$ cat config.mk
export PLATFORM = sky130hd
export DESIGN_NAME = pic_irq_sequencer
export DESIGN_NICKNAME = d
export VERILOG_FILES = /design/src/rtl/pic_pkg.sv /design/src/rtl/pic_prio_resolver.sv /design/src/rtl/pic_irq_sequencer.sv
export SDC_FILE = /design/constraint.sdc
export NUM_CORES = 1
export LEC_CHECK = 0
export CAP_MARGIN = 30
export CORE_ASPECT_RATIO = 0.5
export CORE_MARGIN = 3
export CORE_UTILIZATION = 61
export DETAILED_ROUTE_END_ITERATION = 7
export PLACE_DENSITY = 0.93
export SYNTH_ARGS = -nofsm -noshare
export SYNTH_HDL_FRONTEND = slang
export SYNTH_SLANG_ARGS = --single-unit
$ cat constraint.sdc
create_clock -name clk -period 11.6 [get_ports clk]
set_clock_uncertainty 0.15 [all_clocks]
set_input_delay 2.32 -clock clk [delete_from_list [all_inputs] [get_ports clk]]
set_output_delay 2.32 -clock clk [all_outputs]
set_load 0.01 [all_outputs]
$ cat src/rtl/pic_pkg.sv
// Shared types, widths and rotating-priority helpers for the PIC interrupt sequencer.
package pic_pkg;

  localparam int unsigned IR_W  = 8;
  localparam int unsigned LVL_W = 3;

  typedef enum logic [1:0] {
    IDLE  = 2'd0,
    ACK1  = 2'd1,
    WAIT2 = 2'd2,
    ACK2  = 2'd3
  } pic_state_e;

  typedef struct packed {
    logic             valid;
    logic [LVL_W-1:0] level;
  } prio_t;

  // Highest-priority set bit of vec, scanning lp+1, lp+2 ... lp (mod 8).
  function automatic prio_t prio_encode(input logic [IR_W-1:0] vec, input logic [LVL_W-1:0] lp);
    prio_t            res;
    logic [LVL_W-1:0] lvl;
    res = '0;
    for (int unsigned k = 1; k <= IR_W; k++) begin
      lvl = lp + LVL_W'(k);
      if (vec[lvl] && !res.valid) begin
        res.valid = 1'b1;
        res.level = lvl;
      end
    end
    return res;
  endfunction

  // Position of a level in the current priority order; 0 is highest.
  function automatic logic [LVL_W-1:0] prio_rank(input logic [LVL_W-1:0] level,
                                                 input logic [LVL_W-1:0] lp);
    return level - lp - LVL_W'(1);
  endfunction

endpackage

$ cat src/rtl/pic_prio_resolver.sv
// Combinational rotating-priority resolver: picks the highest-priority set bit for a given lp.
import pic_pkg::*;

module pic_prio_resolver (
  input  logic [IR_W-1:0]  vec,
  input  logic [LVL_W-1:0] lp,
  output logic             valid_c,
  output logic [LVL_W-1:0] level_c
);

  prio_t res;

  always_comb begin
    res = prio_encode(vec, lp);
  end

  assign valid_c = res.valid;
  assign level_c = res.level;

endmodule

$ cat src/rtl/pic_irq_sequencer.sv
// 8259A-style interrupt core: IRR/ISR/IMR, nested rotating priority, INT and two-pulse INTA vector.
// Optional macro PIC_IR_SYNC_EN adds 2-flop synchronisers on ir and inta_n.
import pic_pkg::*;

module pic_irq_sequencer #(
  parameter int unsigned SPUR_LEVEL = 7,
  parameter int unsigned LP_RESET   = 7
) (
  input  logic             clk,
  input  logic             rst_n,
  input  logic [IR_W-1:0]  ir,
  input  logic             inta_n,
  input  logic             init_pulse,
  input  logic             ltim,
  input  logic [4:0]       vec_base,
  input  logic             aeoi,
  input  logic             imr_wr,
  input  logic [IR_W-1:0]  imr_data,
  input  logic             eoi_ns,
  input  logic             eoi_sp,
  input  logic [LVL_W-1:0] eoi_level,
  input  logic             rotate,
  output logic             int_o,
  output logic [7:0]       vec_out,
  output logic             vec_oe,
  output logic [IR_W-1:0]  irr_o,
  output logic [IR_W-1:0]  isr_o
);

  logic [IR_W-1:0] ir_s;
  logic            inta_s;

`ifdef PIC_IR_SYNC_EN
  logic [IR_W-1:0] ir_m;
  logic            inta_m;

  always_ff @(posedge clk or negedge rst_n) begin
    if (!rst_n) begin
      ir_m   <= '0;
      ir_s   <= '0;
      inta_m <= 1'b1;
      inta_s <= 1'b1;
    end else begin
      ir_m   <= ir;
      ir_s   <= ir_m;
      inta_m <= inta_n;
      inta_s <= inta_m;
    end
  end
`else
  assign ir_s   = ir;
  assign inta_s = inta_n;
`endif

  pic_state_e       state, state_d;
  logic [IR_W-1:0]  irr, irr_d, isr, isr_d, imr, imr_d;
  logic [LVL_W-1:0] lp, lp_d, grant, grant_d;
  logic             spur, spur_d;
  logic             int_d, vec_oe_d;
  logic [7:0]       vec_out_d;
  logic [IR_W-1:0]  ir_prev;
  logic             inta_prev;

  logic [IR_W-1:0]  req_masked, ir_rise;
  logic             inta_fall;
  logic             cand_valid, top_valid;
  logic [LVL_W-1:0] cand_level, top_level;

  assign req_masked = irr & ~imr;
  assign ir_rise    = ir_s & ~ir_prev;
  assign inta_fall  = inta_prev & ~inta_s;

  pic_prio_resolver u_cand (
    .vec     (req_masked),
    .lp      (lp),
    .valid_c (cand_valid),
    .level_c (cand_level)
  );

  pic_prio_resolver u_top (
    .vec     (isr),
    .lp      (lp),
    .valid_c (top_valid),
    .level_c (top_level)
  );

  // Next-state, register updates and registered outputs.
  always_comb begin
    state_d   = state;
    irr_d     = ltim ? ir_s : irr;
    isr_d     = isr;
    imr_d     = imr;
    lp_d      = lp;
    grant_d   = grant;
    spur_d    = spur;
    int_d     = cand_valid &&
                (!top_valid || (prio_rank(cand_level, lp) < prio_rank(top_level, lp)));
    vec_oe_d  = 1'b0;
    vec_out_d = '0;

    if (init_pulse) begin
      state_d = IDLE;
      irr_d   = '0;
      isr_d   = '0;
      imr_d   = '0;
      lp_d    = LVL_W'(LP_RESET);
      grant_d = '0;
      spur_d  = 1'b0;
      int_d   = 1'b0;
    end else begin
      if (eoi_sp) begin
        isr_d[eoi_level] = 1'b0;
        if (rotate) lp_d = eoi_level;
      end else if (eoi_ns && top_valid) begin
        isr_d[top_level] = 1'b0;
        if (rotate) lp_d = top_level;
      end

      case (state)
        IDLE: begin
          if (inta_fall) state_d = ACK1;
        end
        ACK1: begin
          if (cand_valid) begin
            grant_d           = cand_level;
            spur_d            = 1'b0;
            isr_d[cand_level] = 1'b1;
            irr_d[cand_level] = 1'b0;
          end else begin
            grant_d = LVL_W'(SPUR_LEVEL);
            spur_d  = 1'b1;
          end
          state_d = WAIT2;
        end
        WAIT2: begin
          if (inta_fall) state_d = ACK2;
        end
        ACK2: begin
          if (inta_s) begin
            state_d = IDLE;
            if (aeoi && !spur) isr_d[grant] = 1'b0;
            if (aeoi && rotate) lp_d = grant;
          end
        end
        default: state_d = IDLE;
      endcase

      // A fresh edge wins over the ACK1 clear of the same bit.
      irr_d = irr_d | ir_rise;

      if (imr_wr) imr_d = imr_data;

      vec_oe_d  = (state_d == ACK2);
      vec_out_d = vec_oe_d ? {vec_base, grant_d} : 8'h00;
    end
  end

  always_ff @(posedge clk or negedge rst_n) begin
    if (!rst_n) begin
      state     <= IDLE;
      irr       <= '0;
      isr       <= '0;
      imr       <= '0;
      lp        <= LVL_W'(LP_RESET);
      grant     <= '0;
      spur      <= 1'b0;
      int_o     <= 1'b0;
      vec_oe    <= 1'b0;
      vec_out   <= '0;
      ir_prev   <= '0;
      inta_prev <= 1'b1;
    end else begin
      state     <= state_d;
      irr       <= irr_d;
      isr       <= isr_d;
      imr       <= imr_d;
      lp        <= lp_d;
      grant     <= grant_d;
      spur      <= spur_d;
      int_o     <= int_d;
      vec_oe    <= vec_oe_d;
      vec_out   <= vec_out_d;
      ir_prev   <= ir_s;
      inta_prev <= inta_s;
    end
  end

  assign irr_o = irr;
  assign isr_o = isr;

endmodule

# After elaboration in Yosys (flattened, before gate mapping)
# Cells that the tools add are included.
[word_totals]
regBits = 52
inputBits = 34
output_inout_bits = 26
word_cells = 197
[classes]
add_sub_neg = 11
order_cmp = 17
eq_ne = 4
mux = 95
n_bitwise = 16
n_reduce_logical = 42
[op_table]
columns = ["op", "n"]
rows = [
  ["$mux 8", 16],
  ["$mux 4", 16],
  ["$and 8x8->8", 6],
  ["$bmux 1 s3", 16],
  ["$lt 3x4->1 const B", 12],
  ["$not 8->8", 6],
  ["$mux 3", 11],
  ["$mux 1", 25],
  ["$logic_and 1x1->1", 22],
  ["$logic_not 1->1", 16],
  ["$or 8x8->8", 2],
  ["$pmux 8 s2", 1],
  ["$add 3x3->3 const B", 4],
  ["$demux 1 s3", 4],
  ["$ge 3x1->1 const B", 4],
  ["$mux 2", 5],
  ["$pmux 2 s4", 1],
  ["$add 3x2->3 const B", 2],
  ["$eq 2x2->1 const B", 3],
  ["$sub 3x1->3 const B", 2],
  ["$sub 3x3->3", 2],
  ["$reduce_bool 2->1", 2],
  ["$add 3x1->3 const B", 1],
  ["$lt 3x3->1", 1],
  ["5 further kinds", 5],
]

# Depth between registers and ports, before layout
# Gate-level depths: netlist of run 1.
[logic_depth]
depth_word = 39
ltp_mapped = 21
depth_no_buf = 16

# Modules after synthesis
# A second synthesis of run 1 with hierarchy kept.
[unflattened]
cells_unflattened = 456
area_unflattened_um2 = 4523.1
[modules_own_cells]
columns = ["module", "n_inst", "cells_per_inst", "area_per_inst_um2", "seq_area_each_um2"]
rows = [
  ["pic_irq_sequencer", 1, 238, 2539.9, 1306.3],
  ["pic_prio_resolver (u_cand)", 1, 113, 1009.7, 0.0],
  ["pic_prio_resolver (u_top)", 1, 105, 973.4, 0.0],
]

# Least setup slack after synthesis of run 1
# No wires, ideal clock.
[synth_path]
path_kind = "register to register"
start = "register lp[0]"
end = "register int_o"
setup_ns = 0.086
arrival_time_ns = 4.851
required_ns = 11.364
slack_ns = 6.513
path_stages_with_launch = 20
path_buffers = 4
path_cell_list = "dfstp_2 -> buf_6 -> inv_2 -> buf_1 -> ha_1 -> buf_2 -> buf_2 -> mux4_2 -> or4_4 -> nor4_1 -> o21a_2 -> nor2_2 -> inv_2 -> ha_1 -> fa_1 -> ha_1 -> a21o_1 -> a21oi_1 -> nor2_1 -> nor3_1"
[synth_between]
elab_chain_cells = 31
elab_cells_between_ends = 92
[synth_lines]
columns = ["item", "line", "text"]
rows = [
  ["start, declared", "pic_irq_sequencer.sv:57", "logic [LVL_W-1:0] lp, lp_d, grant, grant_d;"],
  ["start signal, assigned", "pic_irq_sequencer.sv:164", "lp <= LVL_W'(LP_RESET);"],
  ["start signal, assigned", "pic_irq_sequencer.sv:177", "lp <= lp_d;"],
  ["$add 3x1->3", "pic_pkg.sv:25", "lvl = lp + LVL_W'(k);"],
  ["$bmux 1 s3", "pic_pkg.sv:26", "if (vec[lvl] && !res.valid) begin"],
  ["$mux 1 (implied by the code)", "pic_pkg.sv:26", ""],
  ["$mux 4", "pic_pkg.sv:26", ""],
  ["$logic_not 1->1", "pic_pkg.sv:26", ""],
  ["$logic_and 1x1->1", "pic_pkg.sv:26", ""],
  ["$mux 4", "pic_pkg.sv:26", ""],
  ["$logic_not 1->1", "pic_pkg.sv:26", ""],
  ["[16 not listed]", "n/a", ""],
  ["$mux 4", "pic_pkg.sv:26", ""],
  ["$sub 3x3->3", "pic_pkg.sv:37", "return level - lp - LVL_W'(1);"],
  ["$sub 3x1->3", "pic_pkg.sv:37", ""],
  ["$lt 3x3->1", "pic_irq_sequencer.sv:97", "(!top_valid || (prio_rank(cand_level, lp) < prio_rank(top_level, lp)));"],
  ["$logic_or 1x1->1", "pic_irq_sequencer.sv:97", ""],
  ["$logic_and 1x1->1 *", "pic_irq_sequencer.sv:96", "int_d = cand_valid &&"],
  ["$mux 1 *", "pic_irq_sequencer.sv:101", "if (init_pulse) begin"],
  ["net int_d", "pic_irq_sequencer.sv:59", "logic int_d, vec_oe_d;"],
  ["end signal, assigned", "pic_irq_sequencer.sv:180", "int_o <= int_d;"],
  ["end, declared", "pic_irq_sequencer.sv:23", "output logic int_o,"],
]
# The timed path passes the listed nets; every way through them passes the cells marked *. The select of a mux whose other input is x is not followed.
# A chain may end at the register's enable or synchronous reset.

# Worst setup path after layout of run 1
# Same ends and word-level chain as after synthesis.

==> results.toml, run 1 <==
[global_routing]
overflow = 0
grt_pass1_vias = 4217
grt_max_degree = 53
grt_pass1_wl_mm = 22.5
grtUsageTotal_pct = 33.1
antenna_found_initial = 0

[setup_path]
crit_type = "register to register"
reg2reg_slack_ps = 5600
required_ps = 11660
cp-end-kind = "register"
cp_common_cell = "a21oi_1"
crit_end = "int_o"
r2r_end = "int_o"
start_kind = "register"
cpMaxStageDelayCell = "dfstp_2"
r2r_start = "lp[0]"
slowest_delay_ps = 1090
worstRegToRegCells = 17
worst_ep_arrival_time_ps = 6060
cp_cell_sequence = "inv_2, ha_1, buf_4, mux4_2, and2_1, a21oi_1, o31a_1, a21oi_1, nor4_2, inv_1, fa_1, inv_1, ha_1, a21o_1, a21oi_1, nor2_1, nor3_1"
cp-startpoint = "lp[0]"
crit_fanout = 38

[clock_network]
cts.clk_slew.worst_paths_ps = 70
htree_num_levels = 2
ctsLongestPathBuffers = 2
cts_made_buffers = 5
postCtsSetupRepairBufs = 0
worstSkewPairLatency_ps = 290
cts_hold_buf = 0
clock_sink_count = 52
post_cts_resize_count = 0
cts-root-buf = "clkbuf_16"
tritoncts = "built"

[timing]
slew_headroom_pct = 40.4
tightest_slew_ps = 887
slew_violations = 0
setup_slack_ps = 5600
setup_viol = 0
finalSetupTns_ps = 0
hold_viol = 0
fmaxAchievable_mhz = 167
post-route-period-util_pct = 51.7
final.min_clock_period_ps = 6000
rsz0062_at_grt = "no"

[route]
routed_wl_mm = 14.2
drtPass1Iterations = 6
wl_per_cell_um = 22.5
num_vias = 4516
route.detailed.drc = 0
ant_nets = 0
drt_iter0_markers = 753
vias_per_cell = 7.18

[yosys]
synth_top_cells_by_area = "dfrtp_1, mux4_2, mux2i_1, nand2b_1, nor2_1"
synthFlopType = "dfrtp_1"
synth.cell_area_um2 = 4660
synth.distinct_cells = 77
yosysWarnings = 0
synth.top_cells.by_count = "dfrtp_1, nor2_1, mux2i_1"
yosysTopAreaCellShare_pct = 25.8
synthArstFlopShare_pct = 100
synth.largest_area_cell = "dfrtp_1"
yosysMostFrequentCell = "dfrtp_1"
synth-edff-count = 0
syn_avg_cell_area_um2 = 9.43
synth_nets = 536
ys_seq_area_share_pct = 28.0
ys_ff_latch = 52
synthCells = 494

[placed_design]
gp_congestion = 1.01
post-place-cells = 621
hpwl_mm = 9.95
dp_slack_ps = 5750
numPortBuffers = 59

[die]
fp.dieH_um = 67.8
pin_count = 60
die_width_um = 130
die_area_um2 = 8790
placementRows = 21
start_util_pct = 66.2
core_area_um2 = 7040

[power_and_ir_drop]
ir_worst_vdd_v = 0.000121
power_density_nw_per_um2 = 115
p_leak_nw = 2.23

[run]
cap_violations = 0

[final_layout]
drive_gt1_share_pct = 13.2
nets = 578
fillerInstances = 456
multi_input_area_um2 = 3180
area_delta_synth_final_pct = 16.3
final_cells = 629
antenna_cells = 0
seqCellArea_um2 = 1310

[min_path]
hold_path_class = "register to register"

[outcome]
status = "finished clean"
[layer usage]
metal	track usage (%)	vias to the layer above	wire length, um	share of wire (%)
met4	6.74	0	298	2.1
met2	49.5	346	6210	44
met5	0	-	0	0
li1	-	1974	-	-
met3	8.37	50	1860	13
met1	48.9	2146	5790	41
[cell type report]
| cell class | instances | share of cell area, % |
|---|---|---|
| inverter | 11 | 0.762 |
| timing repair buffer | 63 | 11.3 |
| tap | 92 | 2.12 |
| clock buffer | 6 | 2.38 |
| multi-input combinational | 403 | 58.6 |
| clock inverter | 2 | 0.716 |
| sequential | 52 | 24.1 |
[worst min-delay path by stage]
| stage | from | to | slack [ps] | cells after the start |
|---|---|---|---|---|
| 2_1_floorplan | ir_prev[0] | irr_o[0] | 320 | 2 |
| 3_3_place_gp | ir_prev[4] | irr_o[4] | 330 | 2 |
| 3_5_place_dp | ir_prev[4] | irr_o[4] | 340 | 2 |
| 4_1_cts | ir_prev[4] | irr_o[4] | 350 | 2 |
| 5_1_grt | ir_prev[4] | irr_o[4] | 370 | 2 |
| 6_report | ir_prev[4] | irr_o[4] | 350 | 2 |
[cells by family after synthesis]
family          Yosys count  share of synthesized area (%)
mux                      66                           21.1
flops                    52                           28.0
fa+ha+maj                 8                           2.47
simple gates            207                           25.6
xor+xnor                  8                           1.66
compound gates          114                           17.4
buf+inv                  39                           3.81
[report_power, final]
part | switching, mW | internal (mW) | leakage [nW]
combinational | 0.136 | 0.105 | 1.47
sequential | 0.0235 | 0.191 | 0.676
clock | 0.0642 | 0.103 | 0.0815
[critical path: cells and delay by family, from the launching register on]
family	cells	cell delay (ps)
and+or+nand+nor	4	1030
adders and majority gates	3	1180
DFF	1	1090
AOI/OAI and AO/OA	5	900
buffers and inverters	4	940
muxes	1	610
[sequential cells by signal, indices dropped and copies added (netlist names), 2 cells and up]
name / count
ir_prev: 8
imr: 8
lp: 3
isr_o: 8
state: 2
vec_out: 8
irr_o: 8
grant: 3
[through the flow]
stage	hold WS, ps	power, mW	instance area [um^2]	utilization, %
detailed placement	339	0.447	5250	74.6
global route	373	0.652	5420	77.0
finish	352	0.623	5420	77.0
CTS	349	0.615	5420	77.0
global placement	329	0.440	5250	74.5
floorplan	322	0.377	4660	-
[layout by cell type, fill, tap and decap left out, drive strengths merged, types with 4 or more instances in the layout]
cell type and n:
buf 5, mux4 25, nor4bb 4, mux2 6
nor3 12, nor2 41, nand2b 27, a211oi 6
nor2b 23, and2 12, ha 6, o31a 4
clkbuf 6, mux2i 35, o21a 7, a31oi 9
xnor2 4, nand3 14, xor2 4, nor4 9
and3 5, a21oi 28, dfstp 4, a21o 4
nand2 33, nor3b 5, a211o 4, clkdlybuf4s50 58
nor4b 7, o211ai 6, dfrtp 48, nand3b 4
inv 12, o21ai 11
(Power assumes the default switching activity.)
==> run 2, diff against run 1 <==
- CORE_UTILIZATION: 61 -> 51
- PLACE_DENSITY: 0.93 -> 0.83
- clock period: 11.6 -> 5.2 ns (I/O delays scaled with it)
==> run 2 against run 1 <==
  * Sequential share of layout area decreased by 0.47 points
  * Critical endpoint unchanged
  * Critical path type unchanged
  * Worst hold slack lost 14 ps
  * Sequential power increased by 120%
  * First-iteration DRC count decreased by 9.8%
  * Final cell count increased by 5.6%
  * Register-to-register slack worse by 5200 ps
  * Highest routed layer unchanged
==> results.toml, run 2 (synthesized netlist as in run 1, its figures left out) <==
[route]
ant_nets = 0
drtPass1Iterations = 5
drt_iter0_markers = 679
wl_per_cell_um = 20.0
dr_wl_met3_mm = 1.36
num_vias = 4364
top_layer_used = "met4"
wl_met1_mm = 6.06
vias_per_cell = 6.57
route.detailed.drc = 0
routed_wl_mm = 13.3
wl_met2_mm = 5.71

[timing]
finalSetupTns_ps = 0
setup_viol = 0
hold_viol = 0
final.min_clock_period_ps = 4850
fmaxAchievable_mhz = 206
tightest_slew_ps = 939
slew_violations = 0
post-route-period-util_pct = 93.2
rsz0062_at_grt = "no"
slew_headroom_pct = 36.9

[die]
core_area_um2 = 8430
placementRows = 23
pin_count = 60
fp.dieH_um = 73.6
die_area_um2 = 10400
die_width_um = 141
start_util_pct = 55.3

[setup_path]
required_ps = 5250
crit_fanout = 19
cp-end-kind = "register"
crit_type = "register to register"
start_kind = "register"
worst_ep_arrival_time_ps = 4900
reg2reg_slack_ps = 350

[power_and_ir_drop]
power_density_nw_per_um2 = 245
p_leak_nw = 2.29
ir_worst_vdd_v = 0.000192
finalPower_mw = 1.36

[placed_design]
gp_congestion = 0.928
hpwl_mm = 10.0
post-place-cells = 656
numPortBuffers = 59

[clock_network]
cts_made_buffers = 5
cts.clk_slew.worst_paths_ps = 70
tritoncts = "built"
ctsLongestPathBuffers = 2
clock_sink_count = 52
cts-root-buf = "clkbuf_16"
htree_num_levels = 2
cts_hold_buf = 0
worstSkewPairLatency_ps = 290
postCtsSetupRepairBufs = 0

[outcome]
status = "finished clean"

[final_layout]
nets = 593
final_cells = 664
antenna_cells = 0
layout_commonest_cell = "clkdlybuf4s50_1"
area_delta_synth_final_pct = 19.0
drive_gt1_share_pct = 15.9
final_cell_mix = "clkdlybuf4s50_1, dfrtp_1, nor2_1"

[global_routing]
antenna_found_initial = 0
grt_max_degree = 53
grtUsageTotal_pct = 25.9
grt_pass1_vias = 4085
overflow = 0
grt_pass1_wl_mm = 21.3

[min_path]
hold_path_class = "register to register"

[run]
cap_violations = 0
==> run 2: cell types whose count changed in the layout (fill, tap and decap cells not counted) <==
cell / before / now
clkinv_4: 0 / 1
ha_2: 0 / 1
bufinv_16: 1 / 0
clkbuf_1: 1 / 0
clkinv_2: 0 / 1
buf_4: 3 / 18
ha_1: 6 / 5
dfstp_2: 4 / 3
dfstp_4: 0 / 1
==> run 2: worst max-delay path, stage by stage (launching register included) <==
cell,delay [ps]
dfstp_4,740
inv_2,60
ha_2,420
buf_4,220
mux4_2,570
or4_4,540
nor4_1,270
o21a_2,240
nor2_2,100
inv_2,60
ha_1,160
fa_1,440
ha_1,310
a21o_1,150
a21oi_1,130
nor2_1,50
nor3_1,150
==> run 2: worst paths after layout <==
| path | startpoint | end | cells after the start |
|---|---|---|---|
| max | lp[1] | int_o | 16 |
| min | ir_prev[0] | irr_o[0] | 2 |
| min in group asynchronous | rst_n | vec_out[2] | 2 |
| max in group asynchronous | rst_n | imr[3] | 2 |
| min reg2reg | ir_prev[0] | irr_o[0] | 2 |
| max reg2reg | lp[1] | int_o | 16 |
==> run 2: layer usage <==
metal / up-vias / track usage, %
met4: 0 / 4.73
met3: 23 / 7.15
met5: - / 0
met2: 236 / 38.0
li1: 1988 / -
met1: 2117 / 38.9
==> run 2: area by class of cell <==
cell class / instances / area (um^2)
Clock buffer: 5 / 125
Clock inverter: 3 / 22.5
Fill cell: 667 / 2890
Inverter: 11 / 41.3
Multi-Input combinational cell: 403 / 3180
Sequential cell: 52 / 1310
Tap cell: 112 / 140
Timing Repair Buffer: 78 / 726
==> run 2: metrics by stage <==
stage          hold WS [ps]  area, um^2  util [%]  worst slack, ps
4_1_cts                 342        5540      65.7              295
2_1_floorplan           322        4660         -              113
5_1_grt                 374        5540      65.7             55.3
3_3_place_gp            327        5380      63.9              439
3_5_place_dp            333        5390      63.9              352
6_report                338        5540      65.7              352
==> run 2: power breakdown <==
group	internal (mW)	switching [mW]
Combinational	0.252	0.315
Sequential	0.427	0.0363
Clock	0.180	0.145
Total	0.859	0.497
==> run 2: repair_timing <==
action,4_1_cts,5_1_grt
endpoints found under the setup margin,0,1
resized for setup,0,2
hold endpoints to repair,0,0
==> variant: new RTL, flow settings as in run 2 <==
`IR_W`: 8 -> 10.
--- a/src/rtl/pic_pkg.sv
+++ b/src/rtl/pic_pkg.sv
@@ -1,7 +1,7 @@
 // Shared types, widths and rotating-priority helpers for the PIC interrupt sequencer.
 package pic_pkg;
 
-  localparam int unsigned IR_W  = 8;
+  localparam int unsigned IR_W  = 10;
   localparam int unsigned LVL_W = 3;
 
   typedef enum logic [1:0] {
Interface: changed (resized imr_data, ir, irr_o and isr_o); port bits go from 60 to 68. The function was not compared with the original's and may differ.
==> variant against run 2 <==
Setup slack lost 0.11 ns; critical endpoint unchanged; largest cell class unchanged; wire length decreased by 2.3%; power up 13%; sequential cell count increased by 4; synthesized area fell by 0.38%; final area unchanged.
==> variant: results (changes against run 2) <==
Status - finished clean (unchanged)
Final core utilization - 0.6596 (was 0.6574)
Overall Global Routing Usage - 0.2519 (was 0.2593)
Routed met3 length - 1.256 mm (was 1.355 mm)
Synth Instances - 505 (was 494)
Worst rel slew slack - 0.4362 (was 0.3694)
Vias/cell - 6.553 (was 6.572)
Post-Place Cell Area - 5388 sq um (was 5389 sq um)
CLK BUF - 6 (was 5)
Buffering overhead - 0.1345 (was 0.1309)
XOR/XNOR Fraction of Synth Area - 0.01860 (was 0.01665)
Initial DRC count - 546 (was 679)
Final WL - 12.96 mm (was 13.27 mm)
Non-clock buffers - 79 (was 78)
Vias in the first global route - 4221 (was 4085)
Clock-cell share of area - 0.02573 (was 0.02664)
Hold wc startpoint - ir_prev[6]$_DFF_PN0_ (was ir_prev[0]$_DFF_PN0_)
Detailed Place HPWL - 9.348 mm (was 10.02 mm)
First-pass GRT wire length - 21.04 mm (was 21.34 mm)
Tcrit/Tclk final - 0.9538 (was 0.9323)
Number of port buffers - 63 (was 59)
Fraction of area in multi-input gates - 0.5479 (was 0.5734)
M3 GR Usage - 0.05787 (was 0.07152)
Yosys cell types - 75 (was 77)
Hold Path End - irr_o[6]$_DFF_PN0_ (was irr_o[0]$_DFF_PN0_)
Leak pwr - 2.242 nW (was 2.291 nW)
Pre-CTS setup slack - 0.2793 ns (was 0.3518 ns)
Compound-gate portion of the synthesized area - 0.2032 (was 0.1737)
Met2 wire len - 6.017 mm (was 5.708 mm)
Met1 wire length - 5.484 mm (was 6.063 mm)
Seq_cells - 56 (was 52)
Met1 Usage GRT - 0.3340 (was 0.3886)
-- variant: changes by cell type in the layout (fill, tap and decap cells not counted), sizes merged, moves of 6 or more --
cell	run 2	this run
a21oi	28	34
a32o	1	9
o21ai	11	22
o21a	7	1
nand3b	4	12
nor2b	23	12
nand2	33	43
nor4	9	2
mux2i	35	28
nor4b	7	1
-- variant: worst max-delay path, stage by stage (launching register included) --
cell and delay (ns):
dfstp_2 0.54, buf_4 0.36, mux4_2 0.63, mux2_2 0.29, o32a_1 0.42, or2_0 0.29, or3_1 0.39, a41o_4 0.32
clkinv_4 0.08, ha_1 0.17, fa_1 0.41, inv_1 0.07, ha_1 0.23, a21o_1 0.15, a21oi_1 0.18, nor2_1 0.06
nor3_1 0.14
-- variant: power breakdown --
part	internal, mW	switching [mW]
sequential	0.462	0.0301
combinational	0.302	0.404
clock	0.180	0.153
-- variant: timing repair --
action / CTS / global route
resized for setup: 0 / 1
endpoints found under the setup margin: 0 / 1
hold endpoints to repair: 0 / 0
